[src/rtl/blk_pkg.sv]
// Shared definitions for the highlight-suppression Gaussian stage.
// Holds the frame sequencer state encoding and the constants that the
// controller and the Gaussian datapath must agree on.
package blk_pkg;

  typedef enum logic [1:0] {
    IDLE  = 2'd0,
    FRAME = 2'd1,
    LINE  = 2'd2,
    DONE  = 2'd3
  } frame_state_t;

  // Leading rows/columns where the 3x3 window is incomplete.
  localparam int HL_BORDER    = 2;
  // Threshold in force after reset.
  localparam int HL_THRESHOLD = 220;

endpackage

[src/rtl/sync_edge_det.sv]
// Registered edge detector for one frame-sync signal.
// The input is registered once, then delayed once more; rise and fall are
// decoded from the registered value and its delay.
//   clk, rst_n : clock, async active-low reset
//   din        : raw sync input
//   rise, fall : one-cycle pulses, aligned with the first registered sample
//                of the new level
module sync_edge_det (
  input  logic clk,
  input  logic rst_n,
  input  logic din,
  output logic rise,
  output logic fall
);

  logic q;
  logic q_d;

  // NOTE: sequential state always uses non-blocking assignments so every
  // register samples the pre-edge value of its neighbours.
  always_ff @(posedge clk or negedge rst_n) begin
    if (!rst_n) begin
      q   <= 1'b0;
      q_d <= 1'b0;
    end else begin
      q   <= din;
      q_d <= q;
    end
  end

  assign rise = q & ~q_d;
  assign fall = ~q & q_d;

endmodule

[src/rtl/highlight_frame_ctrl.sv]
// Frame sequencer and configuration controller for the highlight
// suppression Gaussian stage.
//   clk, rst_n                      : pixel clock, async active-low reset
//   per_frame_vsync/hsync/href      : frame, line and active-pixel syncs
//   hl_flag                         : highlight detect for the current pixel
//   cfg_threshold, cfg_enable       : requested settings (shadowed per frame)
//   cfg_stat_clr                    : clears geom_err and reference geometry
//   act_threshold, act_enable       : settings in force for this frame
//   pix_col, pix_row, pix_border    : coordinates and border mask, 2-cycle
//   filt_sel                        : filter select (enable and not border)
//   frame_done                      : one-cycle pulse at frame end
//   frame_width, frame_height       : geometry of the last frame
//   hl_count                        : highlight pixels in the last frame
//   geom_err                        : sticky geometry / truncation error
module highlight_frame_ctrl
  import blk_pkg::*;
#(
  parameter int DATA_WIDTH = 8,
  parameter int THRESHOLD  = HL_THRESHOLD,
  parameter int COL_W      = 12,
  parameter int ROW_W      = 11,
  parameter int CNT_W      = 22,
  parameter int BORDER     = HL_BORDER
) (
  input  logic                  clk,
  input  logic                  rst_n,
  input  logic                  per_frame_vsync,
  input  logic                  per_frame_hsync,
  input  logic                  per_frame_href,
  input  logic                  hl_flag,
  input  logic [DATA_WIDTH-1:0] cfg_threshold,
  input  logic                  cfg_enable,
  input  logic                  cfg_stat_clr,
  output logic [DATA_WIDTH-1:0] act_threshold,
  output logic                  act_enable,
  output logic [COL_W-1:0]      pix_col,
  output logic [ROW_W-1:0]      pix_row,
  output logic                  pix_border,
  output logic                  filt_sel,
  output logic                  frame_done,
  output logic [COL_W-1:0]      frame_width,
  output logic [ROW_W-1:0]      frame_height,
  output logic [CNT_W-1:0]      hl_count,
  output logic                  geom_err
);

  // hsync only matters for downstream alignment; coordinates come from href.
  logic unused_hsync;
  assign unused_hsync = per_frame_hsync;

  logic vs_rise, vs_fall, hr_rise, hr_fall;
  logic hl_flag_r;

  sync_edge_det u_vsync_det (
    .clk  (clk),
    .rst_n(rst_n),
    .din  (per_frame_vsync),
    .rise (vs_rise),
    .fall (vs_fall)
  );

  sync_edge_det u_href_det (
    .clk  (clk),
    .rst_n(rst_n),
    .din  (per_frame_href),
    .rise (hr_rise),
    .fall (hr_fall)
  );

  // Same single register stage as href, so the flag lines up with its pixel.
  always_ff @(posedge clk or negedge rst_n) begin
    if (!rst_n) hl_flag_r <= 1'b0;
    else        hl_flag_r <= hl_flag;
  end

  frame_state_t        state, state_nxt;
  logic [CNT_W-1:0]    hl_cnt, hl_nxt, hl_inc;
  logic [COL_W-1:0]    line_width, lw_nxt, col_nxt, col_inc;
  logic [ROW_W-1:0]    row_nxt, row_inc;
  logic                load_cfg, done_evt, trunc;
  logic                border_nxt, act_en_nxt;
  logic [COL_W-1:0]    ref_w;
  logic [ROW_W-1:0]    ref_h;
  logic                ref_valid, geom_mismatch;

  // Saturating increments; col_inc doubles as the width of a line whose
  // last pixel sits at pix_col.
  assign col_inc = (&pix_col) ? pix_col : pix_col + 1'b1;
  assign row_inc = (&pix_row) ? pix_row : pix_row + 1'b1;
  assign hl_inc  = (&hl_cnt)  ? hl_cnt  : hl_cnt + 1'b1;

  // NOTE: every signal driven here gets a default first, so no path through
  // the case leaves one unassigned and no latch is inferred.
  always_comb begin
    state_nxt = state;
    col_nxt   = pix_col;
    row_nxt   = pix_row;
    hl_nxt    = hl_cnt;
    lw_nxt    = line_width;
    load_cfg  = 1'b0;
    done_evt  = 1'b0;
    trunc     = 1'b0;
    case (state)
      IDLE: begin
        if (vs_rise) begin
          state_nxt = FRAME;
          load_cfg  = 1'b1;
          col_nxt   = '0;
          row_nxt   = '0;
          hl_nxt    = '0;
          lw_nxt    = '0;
        end
      end
      FRAME: begin
        if (vs_fall) begin
          state_nxt = DONE;
          done_evt  = 1'b1;
        end else if (hr_rise) begin
          state_nxt = LINE;
          col_nxt   = '0;
          if (hl_flag_r) hl_nxt = hl_inc;
        end
      end
      LINE: begin
        if (vs_fall || hr_fall) begin
          lw_nxt  = col_inc;
          row_nxt = row_inc;
          if (vs_fall) begin
            state_nxt = DONE;
            done_evt  = 1'b1;
            // href still high when the frame ends: the line was cut short.
            trunc     = ~hr_fall;
          end else begin
            state_nxt = FRAME;
          end
        end else begin
          col_nxt = col_inc;
          if (hl_flag_r) hl_nxt = hl_inc;
        end
      end
      DONE:    state_nxt = IDLE;
      default: state_nxt = IDLE;
    endcase
  end

  assign border_nxt = (row_nxt < ROW_W'(BORDER)) || (col_nxt < COL_W'(BORDER));
  assign act_en_nxt = load_cfg ? cfg_enable : act_enable;

  always_ff @(posedge clk or negedge rst_n) begin
    if (!rst_n) begin
      state         <= IDLE;
      pix_col       <= '0;
      pix_row       <= '0;
      pix_border    <= 1'b0;
      filt_sel      <= 1'b0;
      hl_cnt        <= '0;
      line_width    <= '0;
      act_threshold <= DATA_WIDTH'(THRESHOLD);
      act_enable    <= 1'b1;
      frame_done    <= 1'b0;
      frame_width   <= '0;
      frame_height  <= '0;
      hl_count      <= '0;
    end else begin
      state      <= state_nxt;
      pix_col    <= col_nxt;
      pix_row    <= row_nxt;
      pix_border <= border_nxt;
      filt_sel   <= act_en_nxt & ~border_nxt;
      hl_cnt     <= hl_nxt;
      line_width <= lw_nxt;
      frame_done <= done_evt;
      if (load_cfg) begin
        act_threshold <= cfg_threshold;
        act_enable    <= cfg_enable;
      end
      if (done_evt) begin
        frame_width  <= lw_nxt;
        frame_height <= row_nxt;
        hl_count     <= hl_nxt;
      end
    end
  end

  assign geom_mismatch = ref_valid && ((lw_nxt != ref_w) || (row_nxt != ref_h));

  // A clear coinciding with frame end adopts that frame as the new reference.
  always_ff @(posedge clk or negedge rst_n) begin
    if (!rst_n) begin
      ref_valid <= 1'b0;
      ref_w     <= '0;
      ref_h     <= '0;
      geom_err  <= 1'b0;
    end else if (cfg_stat_clr) begin
      geom_err  <= 1'b0;
      ref_valid <= done_evt;
      if (done_evt) begin
        ref_w <= lw_nxt;
        ref_h <= row_nxt;
      end
    end else if (done_evt) begin
      if (!ref_valid) begin
        ref_valid <= 1'b1;
        ref_w     <= lw_nxt;
        ref_h     <= row_nxt;
      end
      if (geom_mismatch || trunc) geom_err <= 1'b1;
    end
  end

endmodule

[config.mk]
export PLATFORM = sky130hd
export DESIGN_NAME = highlight_frame_ctrl
export DESIGN_NICKNAME = d
export VERILOG_FILES = /design/src/rtl/blk_pkg.sv /design/src/rtl/sync_edge_det.sv /design/src/rtl/highlight_frame_ctrl.sv
export SDC_FILE = /design/constraint.sdc
export NUM_CORES = 1
export LEC_CHECK = 0
export CORE_MARGIN = 5
export CORE_UTILIZATION = 54
export CTS_CLUSTER_SIZE = 40
export DETAILED_ROUTE_END_ITERATION = 10
export GPL_TIMING_DRIVEN = 0
export HOLD_SLACK_MARGIN = 0.08
export PLACE_DENSITY_LB_ADDON = 0.2
export RECOVER_POWER = 50
export SETUP_SLACK_MARGIN = 0.4
export SKIP_LAST_GASP = 1
export SLEW_MARGIN = 40
export SYNTH_ARGS = -nofsm -noshare
export SYNTH_HDL_FRONTEND = slang
export SYNTH_SLANG_ARGS = --single-unit
export TNS_END_PERCENT = 30
[constraint.sdc]
create_clock -name clk -period 3.2 [get_ports clk]
set_input_delay 0.64 -clock clk [delete_from_list [all_inputs] [get_ports clk]]
set_output_delay 0.64 -clock clk [all_outputs]
set_load 0.1 [all_outputs]
==> results of run 1 <==
[sequential cells by signal, summed over array words and instances, names as in the netlist, 11 cells and up]
signal	flops
hl_cnt	22
hl_count	22
frame_width	12
line_width	12
pix_col	12
ref_w	12
frame_height	11
pix_row	11
ref_h	11
[routing by layer]
metal  up-vias  wire length (um)
li1       3086                 -
met1      3390              9232
met2       326             10690
met3        65              1525
met4         0               652
met5         -                 0
[final timing paths]
kind                               from             end  slack, ps
min in group clk           u_href_det.q  u_href_det.q_d        460
hold / removal                    rst_n      pix_col[9]        100
setup reg to reg             pix_row[1]        geom_err        260
setup / recovery             pix_row[1]        geom_err        260
hold reg to reg            u_href_det.q  u_href_det.q_d        460
max in group asynchronous         rst_n      pix_col[0]       1370
[final cells by class]
| class | count | area, sq um |
|---|---|---|
| Timing Repair Buffer | 119 | 699.4 |
| Fill cell | 1106 | 4049 |
| Clock inverter | 9 | 153.9 |
| Clock buffer | 23 | 467.9 |
| Buffer | 40 | 229.0 |
| Sequential cell | 146 | 3705 |
| Inverter | 29 | 113.9 |
| Tap cell | 176 | 220.2 |
| Multi-Input combinational cell | 571 | 3605 |
[synth_stat cells, drive strengths merged (7+ instances only)]
| cell | n | area share [%] |
|---|---|---|
| a21oi | 27 | 1.9 |
| o21ai | 86 | 5.9 |
| xor2 | 8 | 0.96 |
| clkbuf | 30 | 1.5 |
| dfrtp | 140 | 48 |
| xnor2 | 15 | 1.8 |
| and4 | 10 | 1.2 |
| nand4 | 21 | 2.0 |
| nor2 | 32 | 1.7 |
| ha | 7 | 1.2 |
| nand3 | 21 | 1.4 |
| mux2 | 18 | 2.8 |
| a21o | 8 | 0.83 |
| a31oi | 14 | 1.2 |
| nand2 | 167 | 8.7 |
| nor3 | 12 | 0.89 |
| inv | 28 | 1.4 |
| and2 | 11 | 0.95 |
| nand2b | 9 | 0.77 |
| nor4 | 7 | 0.60 |
| buf | 10 | 0.74 |
| o31ai | 12 | 1.2 |
[repair_timing]
item | in CTS | in global routing
pin swaps | 18 | 3
setup endpoints to repair | 60 | 57
buffers inserted | 20 | 2
gates resized for setup | 61 | 19
[power by group]
part | leakage (nW) | switching, mW | total [mW] | internal, mW
sequential | 1.94 | 0.154 | 2.24 | 2.09
clock | 0.297 | 0.775 | 2.12 | 1.35
combinational | 2.05 | 2.07 | 2.73 | 0.658
total | 4.29 | 3.00 | 7.09 | 4.09
[cells by family after synthesis]
| logic type | count (synthesis) | share of synthesized area, % |
|---|---|---|
| and+or+nand+nor | 316 | 20.87 |
| buffers and inverters | 69 | 3.783 |
| muxes | 21 | 3.198 |
| xor gates and xnor gates | 23 | 2.768 |
| AOI/OAI and AO/OA | 204 | 17.86 |
| DFF | 146 | 50.31 |
| adders and majority gates | 7 | 1.204 |
==> results.cfg, run 1 <==
[status]
status = finished clean

[critical_path]
worst-endpoint-arrival_ps = 3240
critical_path.top_delay_family = simple AND/OR/NAND/NOR gates
cp.required_ps = 3500
worst-path-stages = 10
critical_path_peak_fanout = 8
worst_path_most_repeated_cell = nand4_1
maximum_single_stage_delay_on_the_critical_path_ps = 450
worstSetupPathType = reg2reg
ff2ff_path_depth = 10
worstPathCellList = ha_1, nand4_1, buf_4, nor3_4, mux2i_1, a211o_1, xor2_1, nor4_1, nand4_1, o41a_1
end_kind = flip-flop
timing.critical_path.from_type = flip-flop
critPathSlowestCell = dfrtp_4
combined_buffer_and_inverter_count_along_the_critical_path = 1

[grt]
groute.usage.overall_pct = 27.65
number_of_global_route_vias_before_repair = 6619
globalRoute.busiestLayer = met2
wire_length_of_the_first_global_routing_pass_um = 35020
gr-total-overflow = 0
grt.met2_usage_pct = 45.23
pin_count_of_the_biggest_net_entering_global_routing = 55
number_of_antenna_violations_at_the_first_check_in_global_routing = 0
grtUsageMet3_pct = 5.250
gr-usage-met1_pct = 36.79

[synthesis]
syn-instance-count = 786
syn-num-nets = 809
synth-edff-count = 0
ys_seq_area_share_pct = 50.31
ys_async_sr_fraction_pct = 100.0
synthesis_warning_total = 0
synth_ff_type = dfrtp_1
avg_inst_size_synth_sq_um = 9.258
synthDistinctLibCells = 67
ys_ff_latch = 146
post_synthesis_instance_area_sq_um = 7277

[timing]
rsz_0062_raised_after_global_routing = yes
timing_worst_slew_pin_value_ps = 1302
timing_hold_violations_final = 0
skew_ps = 6.738
slew_viol_final = 0
maxSlewHeadroom_pct = 13.21
fmax_mhz = 340.5
fin_crit_ps = 2936
setup_slack_ps = 263.6
timing.final.setup_violations = 0
hold-worst-slack_ps = 101.0
setup-tns-final_ps = 0
final_period_utilization_pct = 91.76

[route]
via_per_inst = 6.170
totalWireLength_um = 22100
detail-route-antenna-nets = 0
drt-wirelength-per-cell_um = 19.85
remaining_drc_errors = 0
drtIter0Drc = 688
pre_antenna_drt_iters = 7
dr_total_vias = 6867

[placed_design]
post_place_cell_area_sq_um = 8173
portBuffers = 95
post-dp-hpwl_um = 15080
post-place-cells = 1059
routabilityCongestion = 0.9471
placement.setup.worst_slack_ps = -520.3

[final_layout]
design_area_sq_um = 9194
finalNetCount = 947
mostFrequentLayoutCells = 166 x nand2_1, 117 x dfrtp_1, 83 x o21ai_0
antenna-diode-count = 0
drive_above_1_share_pct = 23.59
flow.area_growth_from_synthesis_pct = 26.34
layout_commonest_cell = nand2_1
instances_no_fill = 1113
finish.utilization_pct = 69.43

[floorplanning]
i_o_pin_count = 97
floorplan.die_area_sq_um = 15900
die_x_um = 126.1
die-height_um = 126.1
site_rows = 42
design.core.area_sq_um = 13240
floorplan.initialDensity_pct = 54.95

[clock_network]
cts.root.buffer_cell = clkbuf_16
cts.htree.levels = 4
tritoncts.num_buffers = 17
cts_tree = done
hold_buffers = 0
clk-insertion-delay-late_ps = 420
cts_num_sinks = 146
clk_transition_reported_paths_ps = 60
cts-root-to-sink-buffers = 2

[power]
peakVddDrop_v = 0.0006582
power.density_cell_area_nw_per_um2 = 771.3
power.total_mw = 7.091
leakagePower_nw = 4.288

[worst_hold_path]
timing.hold.worst.class = in2async

[job]
drv_cap = 0
(Power assumes the default switching activity.)
==> inputs of run 2 (changes only) <==
--- a/config.mk
+++ b/config.mk
@@ -10,7 +10,6 @@
 export CTS_CLUSTER_SIZE = 40
 export DETAILED_ROUTE_END_ITERATION = 10
 export GPL_TIMING_DRIVEN = 0
-export HOLD_SLACK_MARGIN = 0.08
 export PLACE_DENSITY_LB_ADDON = 0.2
 export RECOVER_POWER = 50
 export SETUP_SLACK_MARGIN = 0.4
==> results of run 2 <==
The final DEF is identical to that of run 1; final timing and power are the same.
==> inputs of run 3 (changes only) <==
--- a/config.mk
+++ b/config.mk
@@ -12,7 +12,7 @@
 export GPL_TIMING_DRIVEN = 0
 export PLACE_DENSITY_LB_ADDON = 0.2
 export RECOVER_POWER = 50
-export SETUP_SLACK_MARGIN = 0.4
+export SETUP_SLACK_MARGIN = 0.05
 export SKIP_LAST_GASP = 1
 export SLEW_MARGIN = 40
 export SYNTH_ARGS = -nofsm -noshare
==> results.cfg, run 3 (synthesis gave the netlist of run 1 again) <==
[route]
detail-route-antenna-nets = 0
pre_antenna_drt_iters = 5
drt-wirelength-per-cell_um = 19.17
totalWireLength_um = 21220
remaining_drc_errors = 0
drtIter0Drc = 775
via_per_inst = 6.055
dr_total_vias = 6703

[floorplanning]
i_o_pin_count = 97
die_x_um = 126.1
die-height_um = 126.1
floorplan.die_area_sq_um = 15900
site_rows = 42
floorplan.initialDensity_pct = 54.95
design.core.area_sq_um = 13240

[critical_path]
worst-endpoint-arrival_ps = 3390
worst_path_most_repeated_cell = nand4_1
critPathSlowestCell = a31oi_1
maximum_single_stage_delay_on_the_critical_path_ps = 500
combined_buffer_and_inverter_count_along_the_critical_path = 1
worstSetupStartpoint = pix_col[0]
cp.required_ps = 3510
timing.critical_path.from_type = flip-flop
end_kind = flip-flop
worstSetupPathType = reg2reg
worstPathCellList = ha_1, buf_6, and4_1, nand4_1, a31oi_1, a21oi_4, xnor2_1, nor4_1, nand4_1, o41a_1
timing.rr.start = pix_col[0]
critical_path_peak_fanout = 6
critical_path.top_delay_family = simple AND/OR/NAND/NOR gates

[power]
leakagePower_nw = 4.212
peakVddDrop_v = 0.0006758
power.density_cell_area_nw_per_um2 = 769.0

[final_layout]
antenna-diode-count = 0
flow.area_growth_from_synthesis_pct = 22.99
drive_above_1_share_pct = 19.33
layout_commonest_cell = nand2_1
finalNetCount = 942
design_area_sq_um = 8950
biggestRegsByFlops = hl_cnt (22), hl_count (22)
mostFrequentLayoutCells = 166 x nand2_1, 129 x dfrtp_1, 83 x o21ai_0
fillCellCount = 1084

[job]
drv_cap = 0

[timing]
hold-worst-slack_ps = 78.98
final_period_utilization_pct = 96.47
skew_ps = 6.549
timing_hold_violations_final = 0
timing_worst_slew_pin_value_ps = 1428
timing.final.setup_violations = 0
setup_slack_ps = 113.0
fin_crit_ps = 3087
fmax_mhz = 323.9
maxSlewHeadroom_pct = 4.791
slew_viol_final = 0
rsz_0062_raised_after_global_routing = yes

[grt]
gr-total-overflow = 0
wire_length_of_the_first_global_routing_pass_um = 34800
groute.usage.overall_pct = 27.13
pin_count_of_the_biggest_net_entering_global_routing = 58
number_of_antenna_violations_at_the_first_check_in_global_routing = 0
number_of_global_route_vias_before_repair = 6594

[clock_network]
cts.root.buffer_cell = clkbuf_16
clk-insertion-delay-late_ps = 430
cts-root-to-sink-buffers = 2
tritoncts.num_buffers = 17
cts_num_sinks = 146
cts_tree = done
clk_transition_reported_paths_ps = 60
cts.htree.levels = 4
hold_buffers = 0

[status]
status = finished clean

[placed_design]
routabilityCongestion = 0.9359
portBuffers = 95
post_place_cell_area_sq_um = 8137
post-dp-hpwl_um = 14990
placement.setup.worst_slack_ps = -459.2

[worst_hold_path]
timing.hold.worst.class = in2async
run 3: final cells by class:
cell class | instances | area (sq um) | area share [%]
inverters | 29 | 110.1 | 1.230
flip-flops and latches | 146 | 3680 | 41.12
plain buffers | 39 | 180.2 | 2.013
clock inverters | 8 | 126.4 | 1.412
multi-input cells | 571 | 3495 | 39.05
clock buffers | 23 | 488.0 | 5.452
well taps | 176 | 220.2 | 2.461
repair buffers | 115 | 650.6 | 7.270
run 3: path summary, 6_finish.rpt:
check	to	slack [ps]	depth (start not counted)
min	pix_col[1]	80	1
max reg2reg	geom_err	110	10
max in group asynchronous	pix_row[1]	1350	2
max	geom_err	110	10
min reg2reg	hl_count[13]	470	2
min in group clk	hl_count[13]	470	2
run 3: timing repair:
action                                  4_1_cts  5_1_grt
endpoints found under the setup margin        4        6
gates resized for setup                      19       27
buffers inserted                              5       12
pin swaps                                     4        5
run 3: per-layer routing:
metal	track usage, %	part of all wire (%)	vias to the layer above
met2	41.66	46	308
met3	5.377	7.3	44
li1	-	-	3073
met5	0	0	-
met1	38.14	44	3278
met4	10.66	2.8	0
run 3: per-stage QoR:
stage / std cells / power (mW) / TNS, ps / util, %
finish: 1107 / 6.882 / 0 / 67.58
global route: 1107 / 7.174 / 0 / 67.58
CTS: 1095 / 6.834 / 0 / 66.93
detailed placement: 1060 / 4.716 / -903.1 / 61.44
global placement: 1057 / 4.810 / -603650 / 63.94
floorplan: 786 / 4.139 / 0 / -
run 3: power breakdown:
part / switching, mW / leakage [nW] / internal [mW]
Clock: 0.766 / 0.292 / 1.31
Combinational: 2.01 / 1.96 / 0.562
Sequential: 0.154 / 1.96 / 2.08
